## src/rtl/ld_project.sv

```systemverilog
// ld_project: 5-bit ID access controller.
// Keeps a 32-entry registration bitmap driven by enroll / verify / delete /
// clear-all commands (priority s3 > s2 > s1 > s0). A verify reports the ID as
// last granted or last denied, steps a saturating counter and raises a
// one-cycle pulse on fgp or frp.
// Optional build macro LD_PROJECT_LOCKOUT_EN: the third deny in a row locks
// out every verify for LOCK_CYCLES clocks.
module ld_project #(
   parameter int CNT_MAX     = 31,
   parameter int LOCK_CYCLES = 8
) (
   input  logic clk,
   input  logic rst_n,
   input  logic s0,
   input  logic s1,
   input  logic s2,
   input  logic s3,
   input  logic i0,
   input  logic i1,
   input  logic i2,
   input  logic i3,
   input  logic i4,
   output logic fgt0,
   output logic fgt1,
   output logic fgt2,
   output logic fgt3,
   output logic fgt4,
   output logic frt0,
   output logic frt1,
   output logic frt2,
   output logic frt3,
   output logic frt4,
   output logic fgc0,
   output logic fgc1,
   output logic fgc2,
   output logic fgc3,
   output logic fgc4,
   output logic frc0,
   output logic frc1,
   output logic frc2,
   output logic frc3,
   output logic frc4,
   output logic fgp,
   output logic frp
);

   localparam logic [4:0] CMAX = 5'(CNT_MAX);

   logic [4:0]  id;
   logic [31:0] reg_map;
   logic [4:0]  fgt, frt, fgc, frc;
   logic        fgp_q, frp_q;
   logic        do_clr, do_del, do_ver, do_enr;
   logic        locked, hit, grant, deny;

   assign id = {i4, i3, i2, i1, i0};

`ifdef LD_PROJECT_LOCKOUT_EN
   localparam int LW = (LOCK_CYCLES > 1) ? $clog2(LOCK_CYCLES + 1) : 1;

   logic [1:0]    dcnt;      // consecutive denies seen so far
   logic [LW-1:0] lock_cnt;  // clocks of lockout remaining

   assign locked = (lock_cnt != '0);

   // Consecutive-deny tracking and lockout timer. Denies issued while locked
   // do not count toward a new lockout; the timer simply runs down.
   always_ff @(posedge clk or negedge rst_n) begin
      if (!rst_n) begin
         dcnt     <= 2'd0;
         lock_cnt <= '0;
      end else if (do_clr) begin
         dcnt     <= 2'd0;
         lock_cnt <= '0;
      end else begin
         if (locked)
            lock_cnt <= lock_cnt - LW'(1);
         if (grant)
            dcnt <= 2'd0;
         else if (deny && !locked) begin
            if (dcnt == 2'd2) begin
               dcnt     <= 2'd0;
               lock_cnt <= LW'(LOCK_CYCLES);
            end else begin
               dcnt <= dcnt + 2'd1;
            end
         end
      end
   end
`else
   // Lockout parameter has no effect in this build.
   logic unused_lock;
   assign unused_lock = ^LOCK_CYCLES;
   assign locked      = 1'b0;
`endif

   // Command decode with fixed priority, and the verify outcome.
   always_comb begin
      do_clr = s3;
      do_del = !s3 && s2;
      do_ver = !s3 && !s2 && s1;
      do_enr = !s3 && !s2 && !s1 && s0;
      hit    = reg_map[id] && !locked;
      grant  = do_ver && hit;
      deny   = do_ver && !hit;
   end

   // Bitmap, indicator registers, saturating counters and result pulses.
   always_ff @(posedge clk or negedge rst_n) begin
      if (!rst_n) begin
         reg_map <= '0;
         fgt     <= '0;
         frt     <= '0;
         fgc     <= '0;
         frc     <= '0;
         fgp_q   <= 1'b0;
         frp_q   <= 1'b0;
      end else begin
         fgp_q <= grant;
         frp_q <= deny;
         if (do_clr) begin
            reg_map <= '0;
            fgt     <= '0;
            frt     <= '0;
            fgc     <= '0;
            frc     <= '0;
         end else if (do_del) begin
            reg_map[id] <= 1'b0;
         end else if (do_enr) begin
            reg_map[id] <= 1'b1;
         end else if (grant) begin
            fgt <= id;
            if (fgc != CMAX)
               fgc <= fgc + 5'd1;
         end else if (deny) begin
            frt <= id;
            if (frc != CMAX)
               frc <= frc + 5'd1;
         end
      end
   end

   assign {fgt4, fgt3, fgt2, fgt1, fgt0} = fgt;
   assign {frt4, frt3, frt2, frt1, frt0} = frt;
   assign {fgc4, fgc3, fgc2, fgc1, fgc0} = fgc;
   assign {frc4, frc3, frc2, frc1, frc0} = frc;
   assign fgp = fgp_q;
   assign frp = frp_q;

endmodule

```

## config.mk

```make
export PLATFORM = sky130hd
export DESIGN_NAME = ld_project
export DESIGN_NICKNAME = d
export VERILOG_FILES = /design/src/rtl/ld_project.sv
export SDC_FILE = /design/constraint.sdc
export NUM_CORES = 1
export LEC_CHECK = 0
export BUFFER_PORTS_ARGS = -buffer_cell sky130_fd_sc_hd__buf_2
export CAP_MARGIN = 15
export CORE_MARGIN = 1.5
export CORE_UTILIZATION = 65
export CTS_BUF_LIST = sky130_fd_sc_hd__clkbuf_2 sky130_fd_sc_hd__clkbuf_4 sky130_fd_sc_hd__clkbuf_8
export CTS_CLUSTER_SIZE = 30
export DETAILED_ROUTE_END_ITERATION = 7
export GPL_ROUTABILITY_DRIVEN = 0
export HOLD_SLACK_MARGIN = 0.05
export PLACE_DENSITY = 0.91
export RECOVER_POWER = 100
export SLEW_MARGIN = 0
export SYNTH_ARGS = -nofsm -noshare
export SYNTH_HDL_FRONTEND = slang
export SYNTH_SLANG_ARGS = --single-unit
```

## constraint.sdc

```tcl
create_clock -name clk -period 3 [get_ports clk]
set_input_delay 0.6 -clock clk [delete_from_list [all_inputs] [get_ports clk]]
set_output_delay 0.6 -clock clk [all_outputs]
set_load 0.01 [all_outputs]
```

==> reports/qor.csv <==
metric,value,unit
Max H-tree Level,2,
crit start category,primary input,
"Data required, critical path",3200,ps
Yosys warnings,0,
Internal,0.957,mW
GRT Overall Usage,0.285,
Final Cycle Share,0.844,
Design Power,1.28,mW
IO buf count,32,
Final Cell Area,0.00306,mm2
final setup fails,0,
Placed Area,0.00307,mm2
Synth area leader,dfrtp_1,
Sequential Power Share,0.580,
Initial Util,0.695,
DIE WIDTH,69.4,um
CTS root buffer,clkbuf_8,
Post-synth EDFFs,0,
register bit total from synthesis,54,
Antenna diodes,0,
layout cell share with drive strength beyond 1,0.178,
non-filler instance count after layout,336,
final hold vios,0,
Final WS setup,469,ps
Die H,69.4,um
RSZ-0062 raised after global routing,no,
Initial DRC Count,132,
Placed Instances,329,
post-synth net total,270,
DP HPWL,4330,um
Yosys top cell area share,0.472,
status,completed,
CP Class,primary input to flop,
initial antenna violation count,0,
ranking of synthesized cells by area,"dfrtp_1 (47%), a211oi_1 (8.4%), mux2i_1 (5.9%)",
worst hold-check path type,flop to flop,
WP data arrival,2730,ps
leak pwr,1.40,nW
Final Util,0.743,
core outline area,0.00412,mm2
clock sink total,54,
Area Growth Syn to Fin,6.91,%
quantity of hold-fixing buffers added after cts,0,
reg2reg setup slack,780,ps
share of total power in the clock network,0.316,
Commonest cells post-synth,"dfrtp_1 (54), a211oi_1 (32), a21oi_1 (32)",
Critical Path Source,i0,
drt via density,6.49,
Rel. slew slack,0.128,
routed len/inst,19.5,um
fmax,395,MHz
Critical Path Fanout Max,14,
Post-synth ARST share,1.00,
worst skew pair latency,310,ps
Max Cap Violations,0,
total die area,0.00481,mm2
switching share of total power,0.253,
hold_ws,516,ps
Power Density,419,mW/mm2
Least-Margin Pin Slew,1310,ps
P_sw,0.325,mW
minimum clock period,2530,ps
worst path cell trace,"buf_2, mux2_2, and3_1, a311oi_2, nand4_1, nor2_1, mux2_1",
Mapped Avg Cell Area,11.2,um2
Final #Nets,301,
mapped cell area,0.00286,mm2
Post-CTS Setup Inserts,0,
Max stage delay on crit path,380,ps
DR vias,2181,
CP max stage cell,mux2_2,
Synth Flop Type,dfrtp_1,
pre-CTS WS,231,ps
CTS tree,yes,
most frequent cell after synthesis,dfrtp_1,
maximum clock path buffer count,2,
number of global-route vias before repair,2247,
Fin Setup TNS,0,ps
DRT Wirelength,6540,um
reg2reg start,reg_map[6],
hold path start,fgc[3],
largest net degree at the start of global routing,55,
Synth Instances,255,
clock skew,6.86,ps
global route overflow,0,
CTS Buf Count,5,
Post-DRT Antenna Nets,0,
FP Rows,23,
DRC viols,0,
I/O pin total,33,
final slew viol count,0,
maximum VDD drop,249,uV
"Seq/Total Area, Yosys",0.472,
Worst-path clk slew,90,ps
cts repair resizes,0,
first-pass GRT wire length,10900,um
drt pass-1 iters,4,
power share of the combinational group,0.104,
count of different cell masters after synthesis,43,
Setup crit end kind,flop,
-- cells by family (layout without fill, tap and decap cells) --
group / Yosys count / in the layout / synth area share
multiplexers: 30 / 30 / 0.118
adder cells (fa/ha/maj): 4 / 4 / 0.0175
AO/OA/AOI/OAI: 80 / 80 / 0.205
flip-flops: 54 / 54 / 0.472
AND/OR/NAND/NOR: 58 / 58 / 0.131
buffers and inverters: 29 / 60 / 0.0560
-- worst max-delay path: cells and delay by family --
kind | cells | cell delay, ps
buffers and inverters | 1 | 320
and+or+nand+nor | 3 | 810
muxes | 2 | 740
AOI/OAI and AO/OA | 1 | 260
-- layout make-up --
type                       count  area [um2]
inverter                       7        26.3
tap                           50        62.6
sequential                    54        1350
timing repair buffer          46         224
clock buffer                   7        83.8
fill                         284        1060
multi-input combinational    172        1310
-- state kept, by name (all words and copies together) (netlist names) --
| name | cells |
|---|---|
| fgc | 5 |
| fgp | 1 |
| fgt | 5 |
| frc | 5 |
| frp | 1 |
| frt | 5 |
| reg_map | 32 |
-- metal layers --
metal,vias up,share of wire,track usage
li1,1003,-,-
met1,1073,0.43,0.409
met2,98,0.47,0.421
met3,7,0.083,0.0581
met4,0,0.013,0.129
met5,-,0,0
-- worst paths after layout --
| kind | to | cells after the start |
|---|---|---|
| max | frc[4] | 7 |
| min | fgc[3] | 1 |
| max reg2reg | frc[4] | 6 |
| min reg2reg | fgc[3] | 1 |
| max in group asynchronous | reg_map[6] | 2 |
| min in group asynchronous | frc[3] | 2 |
-- power groups by stage --
stage	clock network [mW]	registers (mW)	logic [mW]
final	0.406	0.743	0.133
after global routing	0.431	0.744	0.145
after CTS	0.406	0.742	0.139
after detailed placement	0	0.757	0.138
after global placement	0	0.756	0.134
after floorplan	0	0.759	0.0851
-- cell usage in the layout, fill, tap and decap left out, types with 2 or more instances in the layout --
cell type,n
clkbuf_1,25
mux2_1,4
mux2i_1,17
mux2_4,3
a31o_2,2
buf_4,10
and3_1,9
a221oi_2,2
nor2_1,13
nand3_1,5
nor2b_1,3
a22oi_1,2
clkbuf_4,2
nand2_1,10
inv_1,6
dfrtp_1,54
and3b_1,3
nor3b_4,3
mux2_2,5
a21oi_1,32
buf_2,10
a211oi_1,32
ha_1,4
nor3b_1,4
nor3_1,2
o22ai_1,2
clkbuf_8,5
Power figures use the tool's default switching activity.
